===== src/rtl/common.sv =====
// common: bus request/response types shared by the fetch, memory and arbiter blocks.
package common;
  localparam int ADDR_W = 32;
  localparam int DATA_W = 32;
  localparam int STRB_W = DATA_W / 8;
  typedef enum logic [1:0] {MSIZE1, MSIZE2, MSIZE4, MSIZE8} msize_t;
  typedef enum logic [1:0] {S_IDLE, S_ADDR, S_DATA} arb_state_t;
  typedef struct packed {
    logic              valid;
    logic [ADDR_W-1:0] addr;
  } ibus_req_t;
  typedef struct packed {
    logic              addr_ok;
    logic              data_ok;
    logic [DATA_W-1:0] data;
  } ibus_resp_t;
  typedef struct packed {
    logic              valid;
    logic              is_write;
    logic [ADDR_W-1:0] addr;
    msize_t            size;
    logic [STRB_W-1:0] strobe;
    logic [DATA_W-1:0] data;
  } dbus_req_t;
  typedef struct packed {
    logic              addr_ok;
    logic              data_ok;
    logic [DATA_W-1:0] data;
  } dbus_resp_t;
  typedef struct packed {
    logic              valid;
    logic              is_write;
    logic [ADDR_W-1:0] addr;
    msize_t            size;
    logic [STRB_W-1:0] strobe;
    logic [DATA_W-1:0] data;
  } mem_req_t;
  typedef struct packed {
    logic              addr_ok;
    logic              data_ok;
    logic [DATA_W-1:0] data;
  } mem_resp_t;
endpackage


===== src/rtl/arb_pick.sv =====
// arb_pick: fixed dbus priority with a starvation override for ibus.
module arb_pick (
  input  logic ivalid,
  input  logic dvalid,
  input  logic streak_at_limit,
  output logic grant_valid,
  output logic grant_is_d
);
  assign grant_valid = ivalid | dvalid;
  assign grant_is_d  = dvalid & ~(ivalid & streak_at_limit);
endmodule


===== src/rtl/mem_bus_arbiter.sv =====
// mem_bus_arbiter: shares one memory port between ibus and dbus, one transaction at a time.
module mem_bus_arbiter
  import common::*;
#(
  parameter int STARVE_LIMIT = 4,
  parameter int STREAK_W     = 3
) (
  input  logic       clk,
  input  logic       rst,
  input  ibus_req_t  ibus_req,
  output ibus_resp_t ibus_resp,
  input  dbus_req_t  dbus_req,
  output dbus_resp_t dbus_resp,
  output mem_req_t   mem_req,
  input  mem_resp_t  mem_resp,
  output logic       busy
);
  arb_state_t state, state_nx;
  logic owner_d, abort, grant_valid, grant_is_d, at_limit, done, deliver, abort_hit;
  logic [STREAK_W-1:0] streak;
  assign at_limit = streak == STREAK_W'(STARVE_LIMIT);
  arb_pick u_pick (
    .ivalid(ibus_req.valid),
    .dvalid(dbus_req.valid),
    .streak_at_limit(at_limit),
    .grant_valid(grant_valid),
    .grant_is_d(grant_is_d)
  );
  assign done = (state == S_ADDR && mem_resp.addr_ok && mem_resp.data_ok) ||
                (state == S_DATA && mem_resp.data_ok);
  assign busy      = state != S_IDLE;
  assign deliver   = done & ~abort;
  // a redirected fetch still lets memory finish but its response is dropped
  assign abort_hit = busy && !owner_d && (!ibus_req.valid || ibus_req.addr != mem_req.addr);
  assign ibus_resp = (deliver && !owner_d) ? ibus_resp_t'{1'b1, 1'b1, mem_resp.data} : '0;
  assign dbus_resp = (deliver && owner_d) ? dbus_resp_t'{1'b1, 1'b1, mem_resp.data} : '0;
  always_comb begin
    state_nx = done ? S_IDLE :
               (state == S_IDLE && grant_valid) ? S_ADDR :
               (state == S_ADDR && mem_resp.addr_ok) ? S_DATA : state;
  end
  always_ff @(posedge clk or negedge rst) begin
    if (!rst) state <= S_IDLE;
    else state <= state_nx;
  end
  always_ff @(posedge clk or negedge rst) begin
    if (!rst) begin
      mem_req <= '0;
      owner_d <= 1'b0;
      streak  <= '0;
      abort   <= 1'b0;
    end else if (state == S_IDLE) begin
      if (grant_valid) begin
        owner_d <= grant_is_d;
        mem_req <= grant_is_d ?
                   mem_req_t'{1'b1, dbus_req.is_write, dbus_req.addr, dbus_req.size, dbus_req.strobe, dbus_req.data} :
                   mem_req_t'{1'b1, 1'b0, ibus_req.addr, MSIZE4, '0, '0};
        streak  <= (grant_is_d && ibus_req.valid) ? streak + 1'b1 : '0;
      end
    end else if (done) begin
      mem_req.valid <= 1'b0;
      abort         <= 1'b0;
    end else begin
      if (state == S_ADDR && mem_resp.addr_ok) mem_req.valid <= 1'b0;
      if (abort_hit) abort <= 1'b1;
    end
  end
endmodule


===== config.mk =====
export PLATFORM = sky130hd
export DESIGN_NAME = mem_bus_arbiter
export DESIGN_NICKNAME = d
export VERILOG_FILES = /design/src/rtl/common.sv /design/src/rtl/arb_pick.sv /design/src/rtl/mem_bus_arbiter.sv
export SDC_FILE = /design/constraint.sdc
export NUM_CORES = 1
export LEC_CHECK = 0
export ABC_AREA = 1
export ABC_CLOCK_PERIOD_IN_PS = 2900
export CAP_MARGIN = 20
export CORE_MARGIN = 1.5
export CORE_UTILIZATION = 30
export DETAILED_ROUTE_END_ITERATION = 8
export DONT_BUFFER_PORTS = 1
export PLACE_DENSITY = 0.46
export SLEW_MARGIN = 20
export SYNTH_ARGS = -nofsm -noshare
export SYNTH_HDL_FRONTEND = slang
export SYNTH_HIERARCHICAL = 1
export SYNTH_SLANG_ARGS = --single-unit

===== constraint.sdc =====
create_clock -name clk -period 2.9 [get_ports clk]
set_clock_uncertainty 0.15 [all_clocks]
set_input_delay 0.29 -clock clk [delete_from_list [all_inputs] [get_ports clk]]
set_output_delay 0.29 -clock clk [all_outputs]
set_load 0.02 [all_outputs]

==> results.py, run 1 <==
metrics = {
    "floorplanning": {
        "die_h_um": 123,
        "die_w_um": 123,
        "die_area_mm2": 0.0152,
        "core-area_mm2": 0.0140,
        "rows": 43,
        "initial_core_util_pct": 30.9,
        "io_pins": 282,
    },
    "timing": {
        "layout_setup_ws_ns": 0.310,
        "max_freq_mhz": 386,
        "drv_slew": 0,
        "rsz0062_at_grt": "no",
        "fin_tns_setup_ns": 0,
        "maxSlewHeadroom_pct": 56.4,
        "finalSetupViolations": 0,
        "fin_crit_sh_pct": 89.3,
        "worst_pin_slew_ns": 0.653,
        "hold_viol": 0,
        "timing.final.crit_period_ns": 2.59,
    },
    "critical_path": {
        "critPathLaunchType": "flop",
        "crit_start": "state[0]$_DFFE_PN0P_",
        "worstPathArrival_ns": 2.15,
        "setup.worst_path.end_class": "output port",
        "rrSetupSlack_ns": 0.64,
        "rr_startpoint": "streak[0]$_DFFE_PN0P_",
        "cp_data_required_time_ns": 2.46,
        "crit_fanout": 32,
        "path_class": "reg2out",
    },
    "min_path": {
        "min-delay-path-class": "in2reg",
        "holdCritStartpoint": "dbus_req[63]",
    },
    "drt": {
        "routed_wl_mm": 12.4,
        "wire_per_inst_um": 15.8,
        "drt_pass1_iterations": 4,
        "drtIter0Drc": 123,
        "via_count": 3782,
        "vias_per_cell": 4.82,
        "antenna_left": 0,
        "drc": 0,
    },
    "synthesis": {
        "ys_ff_latch": 79,
        "ys.flop_type": "dfrtp_1",
        "synth_most_common_cell": "nand2_1",
        "yosys_warnings": 6,
        "syn_nets": 705,
        "synth.distinct_cells": 28,
        "ys_async_sr_fraction_pct": 100,
        "netlist_instances": 562,
        "synth_area_per_cell_um2": 7.70,
        "synthTopCellsByArea": "dfrtp_1 46%, nand2_1 11%, inv_1 8.5%",
        "yosysTopAreaCell": "dfrtp_1",
        "synthesis.area_mm2": 0.00433,
        "synth-edff-count": 0,
        "ys_top_cells_by_count": "123 x nand2_1, 98 x inv_1, 79 x dfrtp_1",
        "yosysTopAreaCellShare_pct": 45.7,
        "ys_seq_area_share_pct": 45.7,
    },
    "clocking": {
        "clk_pin_slew_worst_paths_ns": 0.06,
        "cts_tree": "built",
        "postCtsHoldBufs": 50,
        "h-tree-depth": 3,
        "cts.repair.resized": 0,
        "numCtsBuffers": 9,
        "insertion_delay_ns": 0.34,
        "cts_setup_buffers": 0,
        "cts_root_buf": "clkbuf_16",
        "clock_path_buffers": 2,
        "cts_num_sinks": 79,
    },
    "power_and_ir_drop": {
        "power_switching_uw": 2380,
        "pwr-share-comb_pct": 27.9,
        "pwr-share-clk_pct": 23.1,
        "internal_power_uw": 2950,
        "switching_share_pct": 44.6,
        "p_leak_uw": 0.00268,
        "seqPwrFrac_pct": 49.0,
        "vdd_drop_max_uv": 493,
        "power.density_mw_per_mm2": 1010,
    },
    "placed_design": {
        "post_dp_cell_area_mm2": 0.00445,
        "routabilityCongestion": 0.815,
        "portBuffers": 0,
        "dp.cells": 718,
        "preCtsSetupSlack_ns": 0.611,
        "hpwl_mm": 8.75,
    },
    "cells_and_area": {
        "drive_above_1_share_pct": 7.28,
        "finish.cell_count_without_fillers": 784,
        "n_antenna_cell": 0,
        "design_area_mm2": 0.00529,
        "final_nets": 742,
        "fin_util_pct": 37.8,
        "area_growth_pct": 22.2,
    },
    "global_route": {
        "track_usage_pct": 16.4,
        "grt_pass1_wl_mm": 18.7,
        "antenna_found_initial": 0,
        "grt_pass1_vias": 3586,
        "grt_max_degree": 80,
        "gr-total-overflow": 0,
    },
    "outcome": {
        "status": "finished clean",
    },
    "flow_run": {
        "maxCapViolations": 0,
    },
}
## cells in the final DEF, fill, tap and decap left out, types with 2 or more instances in the layout
| cell | count |
|---|---|
| nand2_1 | 123 |
| inv_1 | 98 |
| dfrtp_1 | 79 |
| nor2_1 | 72 |
| o21ai_0 | 64 |
| dlygate4sd3_1 | 49 |
| a22o_1 | 38 |
| nor2_2 | 11 |
| clkbuf_16 | 9 |
| xnor2_1 | 7 |
| o211ai_1 | 6 |
| nand3_1 | 5 |
| xor2_1 | 5 |
| buf_4 | 5 |
| a21oi_1 | 4 |
| nand2_2 | 3 |
| nor2_4 | 3 |
| inv_2 | 3 |
| o22ai_1 | 2 |
| ha_1 | 2 |
| bufinv_16 | 2 |
| clkinv_4 | 2 |
## final timing paths
check,endpoint,depth (start not counted)
min in group asynchronous,mem_req[15]$_DFFE_PN0P_,2
max reg2reg,mem_req[10]$_DFFE_PN0P_,9
min reg2reg,abort$_DFFE_PN0P_,2
max in group asynchronous,mem_req[37]$_DFFE_PN0P_,2
min,mem_req[63]$_DFFE_PN0P_,4
max,ibus_resp[17],8
## per-stage QoR
| stage | hold WS [ns] | total power [µW] |
|---|---|---|
| floorplan | -0.156 | 3660 |
| global placement | -0.153 | 4000 |
| detailed placement | -0.153 | 4050 |
| CTS | 0.00374 | 5400 |
| global route | 0.0268 | 5750 |
| finish | 0.0247 | 5330 |
## worst max-delay path, cell delays in order (launching register included)
cell     delay, ns
dfrtp_1       0.42
nand2_2       0.08
nor2_4        0.10
nor2_1        0.07
nor3b_4       0.26
nand2_2       0.14
nor2_4        0.11
inv_2         0.21
nor2_1        0.41
## registers in the layout, indices dropped and copies added (netlist names)
name,count
mem_req,72
streak,3
state,2
abort,1
owner_d,1
## metal layers
metal / track usage [%] / part of all wire (%)
met5: 0 / 0
met4: 6.97 / 1.8
met3: 6.23 / 9.7
met2: 25.6 / 48
met1: 20.3 / 41
## power by group through the flow
| stage | registers (µW) | logic [µW] | clock network [µW] |
|---|---|---|---|
| 2_1_floorplan | 2470 | 1190 | 0 |
| 3_3_place_gp | 2620 | 1370 | 0 |
| 3_5_place_dp | 2610 | 1440 | 0 |
| 4_1_cts | 2610 | 1510 | 1280 |
| 5_1_grt | 2680 | 1730 | 1340 |
| 6_report | 2610 | 1490 | 1230 |
## cell type report
cell class                 instances  area, µm²
fill                            1440       8700
clock buffer                      10        229
inverter                         101        379
multi-input combinational        352       1810
sequential                        79       1980
clock inverter                     6       93.8
timing repair buffer              56        576
tap                              180        225
## cell families after synthesis
family | synth area share, %
AND/OR/NAND/NOR | 21.2
buffers and inverters | 12.8
AO/OA/AOI/OAI | 17.4
flip-flops | 45.7
XOR/XNOR | 2.43
adder cells (fa/ha/maj) | 0.578
Power figures use the tool's default switching activity.
==> run 2: changes to the inputs <==
--- a/config.mk
+++ b/config.mk
@@ -6,7 +6,6 @@
 export NUM_CORES = 1
 export LEC_CHECK = 0
 export ABC_AREA = 1
-export ABC_CLOCK_PERIOD_IN_PS = 2900
 export CAP_MARGIN = 20
 export CORE_MARGIN = 1.5
 export CORE_UTILIZATION = 30
==> results of run 2 <==
The final DEF is identical to that of run 1; final timing and power are the same.
